--- src/rtl/gmii_rx_frame_aligner.sv ---
// rtl/gmii_rx_frame_aligner.sv - GMII receive preamble/SFD stripper and payload framer
//
// Purpose: registers raw GMII receive bytes, locks onto preamble/SFD and emits
// only the payload bytes with sof/eof framing, byte count and error status.
// Latency from a payload byte on the pins to valid_o is a fixed 3 cycles and a
// frame is contiguous on valid_o. Optional saturating statistics counters are
// built when the macro GMII_RX_FRAME_STATS_EN is defined; otherwise the counter
// ports are tied to 0.
//
// Ports:
//   clk, rst_n                          receive clock, asynchronous active-low reset
//   gmii_rxd_i, gmii_rx_dv_i, gmii_rx_er_i  raw GMII receive pins
//   data_o, valid_o                     payload byte stream
//   sof_o, eof_o                        first / last payload byte (qualified by valid_o)
//   err_o, len_o                        frame status, meaningful on valid_o & eof_o
//   drop_o                              one-cycle pulse per discarded frame
//   good_cnt_o, bad_cnt_o, drop_cnt_o   frame statistics
module gmii_rx_frame_aligner #(
   parameter int PRE_MIN = 1,
   parameter int MAX_LEN = 1522,
   parameter int LEN_W   = 11,
   parameter int STAT_W  = 32
) (
   input  logic              clk,
   input  logic              rst_n,
   input  logic [7:0]        gmii_rxd_i,
   input  logic              gmii_rx_dv_i,
   input  logic              gmii_rx_er_i,
   output logic [7:0]        data_o,
   output logic              valid_o,
   output logic              sof_o,
   output logic              eof_o,
   output logic              err_o,
   output logic [LEN_W-1:0]  len_o,
   output logic              drop_o,
   output logic [STAT_W-1:0] good_cnt_o,
   output logic [STAT_W-1:0] bad_cnt_o,
   output logic [STAT_W-1:0] drop_cnt_o
);

   typedef enum logic [1:0] {S_IDLE, S_PREAMBLE, S_PAYLOAD, S_DROP} state_t;

   localparam logic [7:0]       PRE_BYTE  = 8'h55;
   localparam logic [7:0]       SFD_BYTE  = 8'hD5;
   localparam logic [3:0]       PRE_MIN_C = 4'(PRE_MIN);
   localparam logic [LEN_W-1:0] MAX_LEN_C = LEN_W'(MAX_LEN);

   // input stage
   logic [7:0]       rxd_q, rxd_d;
   logic             dv_q, dv_d, er_q, er_d;
   logic             in_vld_q, in_vld_d;
   // framing state
   state_t           state_q, state_d;
   logic [3:0]       pcnt_q, pcnt_d;
   logic [7:0]       hold_q, hold_d;
   logic             hold_vld_q, hold_vld_d;
   logic [LEN_W-1:0] len_q, len_d;
   logic             err_sticky_q, err_sticky_d;
   logic             sup_q, sup_d;
   logic             first_q, first_d;
   // output registers
   logic [7:0]       out_data_q, out_data_d;
   logic             out_valid_q, out_valid_d;
   logic             out_sof_q, out_sof_d;
   logic             out_eof_q, out_eof_d;
   logic             out_err_q, out_err_d;
   logic [LEN_W-1:0] out_len_q, out_len_d;
   logic             out_drop_q, out_drop_d;

   logic is_pre, is_sfd, sfd_ok;

   assign is_pre = dv_q && !er_q && (rxd_q == PRE_BYTE);
   assign is_sfd = dv_q && !er_q && (rxd_q == SFD_BYTE);
   assign sfd_ok = is_sfd && (((state_q == S_IDLE) && (PRE_MIN == 0)) ||
                              ((state_q == S_PREAMBLE) && (pcnt_q >= PRE_MIN_C)));

   // in_vld marks that in_q holds a real pin sample; right after reset the
   // cleared dv=0 would otherwise let DROP fall to IDLE in the middle of a frame.
   always_comb begin
      rxd_d    = gmii_rxd_i;
      dv_d     = gmii_rx_dv_i;
      er_d     = gmii_rx_er_i;
      in_vld_d = 1'b1;
   end

   always_ff @(posedge clk or negedge rst_n) begin
      if (!rst_n) begin
         rxd_q        <= '0;
         dv_q         <= 1'b0;
         er_q         <= 1'b0;
         in_vld_q     <= 1'b0;
         state_q      <= S_DROP;
         pcnt_q       <= '0;
         hold_q       <= '0;
         hold_vld_q   <= 1'b0;
         len_q        <= '0;
         err_sticky_q <= 1'b0;
         sup_q        <= 1'b1;
         first_q      <= 1'b0;
         out_data_q   <= '0;
         out_valid_q  <= 1'b0;
         out_sof_q    <= 1'b0;
         out_eof_q    <= 1'b0;
         out_err_q    <= 1'b0;
         out_len_q    <= '0;
         out_drop_q   <= 1'b0;
      end else begin
         rxd_q        <= rxd_d;
         dv_q         <= dv_d;
         er_q         <= er_d;
         in_vld_q     <= in_vld_d;
         state_q      <= state_d;
         pcnt_q       <= pcnt_d;
         hold_q       <= hold_d;
         hold_vld_q   <= hold_vld_d;
         len_q        <= len_d;
         err_sticky_q <= err_sticky_d;
         sup_q        <= sup_d;
         first_q      <= first_d;
         out_data_q   <= out_data_d;
         out_valid_q  <= out_valid_d;
         out_sof_q    <= out_sof_d;
         out_eof_q    <= out_eof_d;
         out_err_q    <= out_err_d;
         out_len_q    <= out_len_d;
         out_drop_q   <= out_drop_d;
      end
   end

   always_comb begin
      state_d = state_q;
      case (state_q)
         S_IDLE:
            if (dv_q) begin
               if (is_pre)      state_d = S_PREAMBLE;
               else if (sfd_ok) state_d = S_PAYLOAD;
               else             state_d = S_DROP;
            end
         S_PREAMBLE:
            if (!dv_q)       state_d = S_IDLE;
            else if (is_pre) state_d = S_PREAMBLE;
            else if (sfd_ok) state_d = S_PAYLOAD;
            else             state_d = S_DROP;
         S_PAYLOAD:
            if (!dv_q)                  state_d = S_IDLE;
            else if (len_q == MAX_LEN_C) state_d = S_DROP;
         S_DROP:
            if (in_vld_q && !dv_q) state_d = S_IDLE;
         default: state_d = S_DROP;
      endcase
   end

   // One byte is always kept in hold so the last byte can be tagged eof when
   // dv falls, keeping the output stream gap-free.
   always_comb begin
      pcnt_d       = pcnt_q;
      hold_d       = hold_q;
      hold_vld_d   = hold_vld_q;
      len_d        = len_q;
      err_sticky_d = err_sticky_q;
      sup_d        = sup_q;
      first_d      = first_q;
      out_data_d   = '0;
      out_valid_d  = 1'b0;
      out_sof_d    = 1'b0;
      out_eof_d    = 1'b0;
      out_err_d    = 1'b0;
      out_len_d    = '0;
      out_drop_d   = 1'b0;
      if (sfd_ok) begin
         len_d        = '0;
         err_sticky_d = 1'b0;
         hold_vld_d   = 1'b0;
         first_d      = 1'b1;
      end
      case (state_q)
         S_IDLE:
            if (is_pre) pcnt_d = 4'd1;
         S_PREAMBLE: begin
            if (is_pre && pcnt_q != 4'hF) pcnt_d = pcnt_q + 4'd1;
            if (!dv_q) out_drop_d = 1'b1;
         end
         S_PAYLOAD: begin
            if (hold_vld_q) begin
               out_valid_d = 1'b1;
               out_data_d  = hold_q;
               out_sof_d   = first_q;
               first_d     = 1'b0;
            end
            if (dv_q && len_q == MAX_LEN_C) begin
               // truncation: already reported through eof, so no drop pulse
               out_eof_d  = 1'b1;
               out_err_d  = 1'b1;
               out_len_d  = MAX_LEN_C;
               hold_vld_d = 1'b0;
               sup_d      = 1'b1;
            end else if (dv_q) begin
               hold_d     = rxd_q;
               hold_vld_d = 1'b1;
               len_d      = len_q + LEN_W'(1);
               if (er_q) err_sticky_d = 1'b1;
            end else if (hold_vld_q) begin
               out_eof_d  = 1'b1;
               out_err_d  = err_sticky_q;
               out_len_d  = len_q;
               hold_vld_d = 1'b0;
            end else begin
               out_drop_d = 1'b1;
            end
         end
         S_DROP:
            if (in_vld_q && !dv_q) begin
               out_drop_d = !sup_q;
               sup_d      = 1'b0;
            end
         default: ;
      endcase
   end

   assign data_o  = out_data_q;
   assign valid_o = out_valid_q;
   assign sof_o   = out_sof_q;
   assign eof_o   = out_eof_q;
   assign err_o   = out_err_q;
   assign len_o   = out_len_q;
   assign drop_o  = out_drop_q;

`ifdef GMII_RX_FRAME_STATS_EN
   logic [STAT_W-1:0] good_q, good_d, bad_q, bad_d, dropc_q, dropc_d;

   // Counters follow the output registers' next values so they move on the
   // same edge as the eof/drop they count.
   always_comb begin
      good_d  = good_q;
      bad_d   = bad_q;
      dropc_d = dropc_q;
      if (out_valid_d && out_eof_d && !out_err_d && good_q != {STAT_W{1'b1}})
         good_d = good_q + STAT_W'(1);
      if (out_valid_d && out_eof_d && out_err_d && bad_q != {STAT_W{1'b1}})
         bad_d = bad_q + STAT_W'(1);
      if (out_drop_d && dropc_q != {STAT_W{1'b1}})
         dropc_d = dropc_q + STAT_W'(1);
   end

   always_ff @(posedge clk or negedge rst_n) begin
      if (!rst_n) begin
         good_q  <= '0;
         bad_q   <= '0;
         dropc_q <= '0;
      end else begin
         good_q  <= good_d;
         bad_q   <= bad_d;
         dropc_q <= dropc_d;
      end
   end

   assign good_cnt_o = good_q;
   assign bad_cnt_o  = bad_q;
   assign drop_cnt_o = dropc_q;
`else
   assign good_cnt_o = '0;
   assign bad_cnt_o  = '0;
   assign drop_cnt_o = '0;
`endif

endmodule

--- config.mk ---
export PLATFORM = sky130hd
export DESIGN_NAME = gmii_rx_frame_aligner
export DESIGN_NICKNAME = d
export VERILOG_FILES = /design/src/rtl/gmii_rx_frame_aligner.sv
export SDC_FILE = /design/constraint.sdc
export NUM_CORES = 1
export LEC_CHECK = 0
export BUFFER_PORTS_ARGS = -buffer_cell sky130_fd_sc_hd__buf_2
export CAP_MARGIN = 40
export CORE_ASPECT_RATIO = 1.75
export CORE_MARGIN = 1
export CORE_UTILIZATION = 48
export DETAILED_ROUTE_END_ITERATION = 12
export GPL_TIMING_DRIVEN = 0
export HOLD_SLACK_MARGIN = 0.03
export MAX_ROUTING_LAYER = met4
export PLACE_DENSITY = 0.88
export SYNTH_ARGS = -nofsm -noshare
export SYNTH_HDL_FRONTEND = slang
export SYNTH_SLANG_ARGS = --single-unit
--- constraint.sdc ---
create_clock -name clk -period 2.08 [get_ports clk]
set_input_delay 0.104 -clock clk [delete_from_list [all_inputs] [get_ports clk]]
set_output_delay 0.104 -clock clk [all_outputs]
set_load 0.005 [all_outputs]
==> summary.txt <==
Run status
  – Outcome: finished clean

Logic synthesis
  – Yosys warnings: 0
  – Main synth FF type: dfrtp_1
  – Top cell type's share of synthesized area: 47.4%
  – EDFF count, synth: 0
  – Mapped cell area: 3220 um^2
  – Synth cell count leaders: 98 x buf_4, 61 x dfrtp_1, 16 x and2_1, 14 x nand3_1
  – Top-count cell post-synth: buf_4
  – Avg Inst Size Synth: approximately 11 um^2
  – Area contributors post-synth: dfrtp_1 47%, buf_4 23%, and2_1 3.1%
  – Area leader, netlist: dfrtp_1
  – Synth unique cells: 45
  – Register area share after synthesis: around half
  – FF+latch count, synth: 64
  – Synth async-reset ratio: 100%
  – Post-Syn Instances: 295

Floorplan
  – # IOs: around 130
  – Die width: 63.9 um
  – Core Region: 6490 um^2
  – Initial Util: 49.7%
  – Die footprint: 7060 um^2
  – Die Height: 110 um
  – # rows: 39

GRT
  – Busiest grt layer: met2
  – GR Overflow Total: 0
  – Initial antenna violation count: 0
  – GRT met1 Usage: 16.5%
  – Largest net degree at the start of global routing: 42
  – Routing usage on met2: 33.2%
  – Vias in the first global route: roughly 2100
  – Met3 Use GR: 5.79%
  – GRT Resource Usage Total: between 10% and 20%
  – First-pass GRT wire length: between 9000 and 10000 um

Finish
  – Nets: 465
  – Area growth from synthesis to layout: 32.7%
  – Final Core Density: 65.9%
  – Final cell count without fillers: 534
  – N_diodes: 0
  – Share of layout cells above drive strength 1: 37.4%

STA
  – Crit path time final: 1870 ps
  – Setup-failing EPs final: 0
  – Setup_tns: 0 ps
  – RSZ-0062 raised after global routing: no
  – Pins over their slew limit: 0
  – Final hold violations: 0
  – Worst slew margin: between 60% and 70%
  – Slew @ Worst Pin: 548 ps
  – Final worst-path setup slack: roughly 210 ps
  – F_max: between 0.5 and 0.6 GHz
  – Layout Skew: 4.03 ps
  – Fin crit share: between 80% and 90%

Detailed routing
  – Initial DRT Pass Iterations: 6
  – Total wire length: 5840 um
  – Detail Route Antenna Nets: 0
  – Drt wl/cell: 10.9 um
  – Vias after detailed routing: 2237
  – Drt drc: 0
  – Initial drt markers: 96
  – Vias per cell: ~4.2

Worst setup path
  – Critical path required time: between 2000 and 2500 ps
  – Crit. Startpoint: pcnt_q[0]
  – Critical R2R Launch: pcnt_q[0]
  – Crit path launch type: register
  – CP Class: register to register
  – Worst-path fanout max: 10
  – Critical path capture point type: register
  – Critical Path AT: 2100 ps

Placed design
  – Gpl congestion: just under 0.8
  – DP HPWL: 4250 um
  – Pre-CTS setup slack: 131 ps
  – Placed cells: 508
  – Number of port buffers: 35

Power
  – VDD IR max: between 0.4 and 0.5 mV
  – PwrDens: 794 nW/um^2
  – P_leak: 2.40 nW

CTS
  – CTS Buf Count: 9
  – H-Tree Depth: 3
  – Clock Latency Late Sink: 330 ps
  – Clock transition at path regs: 50 ps
  – CTS tree: yes
  – Clk buf depth: 2
  – Setup bufs post-CTS: 0
  – CTS root buffer: clkbuf_16
  – Clock sinks: between 60 and 70

Job
  – Max_cap viols: 0

Hold path
  – HP Class: primary input to asynchronous set/reset pin
[state kept, by name (all words and copies together) (netlist names), 2 cells and up]
register and flops:
len_o 11, len_q 11, data_o 8, hold_q 8, rxd_q 8, pcnt_q 4, state_q 2
[layout by cell type, fill, tap and decap left out, drive strengths merged, types with 2 or more instances in the layout]
| cell type | Yosys | final |
|---|---|---|
| buf | 99 | 135 |
| conb | 2 | 97 |
| dfrtp | 61 | 61 |
| and2 | 16 | 16 |
| nand3 | 14 | 14 |
| clkbuf | 1 | 12 |
| o21ai | 11 | 11 |
| nand2 | 11 | 11 |
| dlygate4sd3 | 0 | 11 |
| inv | 8 | 8 |
| mux2 | 8 | 8 |
| nor2 | 7 | 7 |
| nor2b | 6 | 6 |
| nand4 | 6 | 6 |
| ha | 5 | 5 |
| a21o | 4 | 4 |
| a21oi | 3 | 3 |
| clkinv | 0 | 3 |
| dfstp | 3 | 3 |
| and4b | 2 | 2 |
| nand3b | 2 | 2 |
| or4 | 2 | 2 |
| nor3 | 2 | 2 |
| mux2i | 2 | 2 |
| and3b | 2 | 2 |
| and4bb | 2 | 2 |
| or3 | 2 | 2 |
[worst max-delay path, stage by stage (launching register included)]
cell and delay (ps):
dfrtp_1 440, ha_1 220, or4b_1 470, nand4_1 240
buf_4 220, nand3_1 80, o21ai_0 90
[report_power, final]
group | switching [W] | internal (W)
combinational | 0.000209 | 0.000264
clock | 0.000497 | 0.000945
sequential | 0.000112 | 0.00137
total | 0.000818 | 0.00258
[area by class of cell]
| cell class | count | area [um^2] |
|---|---|---|
| Tap cell | 82 | 103 |
| Clock inverter | 4 | 45.0 |
| Inverter | 8 | 30.0 |
| Multi-Input combinational cell | 218 | 1200 |
| Fill cell | 499 | 2210 |
| Clock buffer | 11 | 243 |
| Buffer | 100 | 744 |
| Sequential cell | 64 | 1610 |
| Timing Repair Buffer | 47 | 305 |
[metrics by stage]
step	hold WS, ps	cell area (um^2)	total power (W)
after CTS	329	4280	0.00340
after global placement	213	3860	0.00191
after floorplan	-192	3580	0.00181
final	304	4280	0.00340
after global routing	378	4280	0.00356
after detailed placement	124	3880	0.00194
[path summary, 6_finish.rpt]
kind,end,cells after the start,slack [ps]
worst max-delay path,len_q[10],6,210
worst min-delay path,len_o[2],2,300
worst max register to register,len_q[10],6,210
worst min register to register,data_o[5],1,480
max in group asynchronous,state_q[0],3,1120
min in group clk,er_q,2,410
[cell families after synthesis]
group	after synthesis	synth area share (%)
AOI/OAI and AO/OA	22	4.19
buffers and inverters	108	24.0
and+or+nand+nor	82	15.8
muxes	10	3.42
adders and majority gates	5	1.94
DFF	64	49.8
xor gates and xnor gates	2	0.544
other	2	0.233
[repair_timing]
action | in CTS | in global routing
endpoints found under the hold margin | 31 | 0
resized for setup | 0 | 1
endpoints found under the setup margin | 0 | 5
hold buffers | 11 | 0
[metal layers]
metal | vias up | routed length (um)
met3 | 11 | 418
met5 | - | 0
met4 | 0 | 106
met2 | 100 | 3330
li1 | 1088 | -
met1 | 1038 | 1990
(Power assumes the default switching activity.)
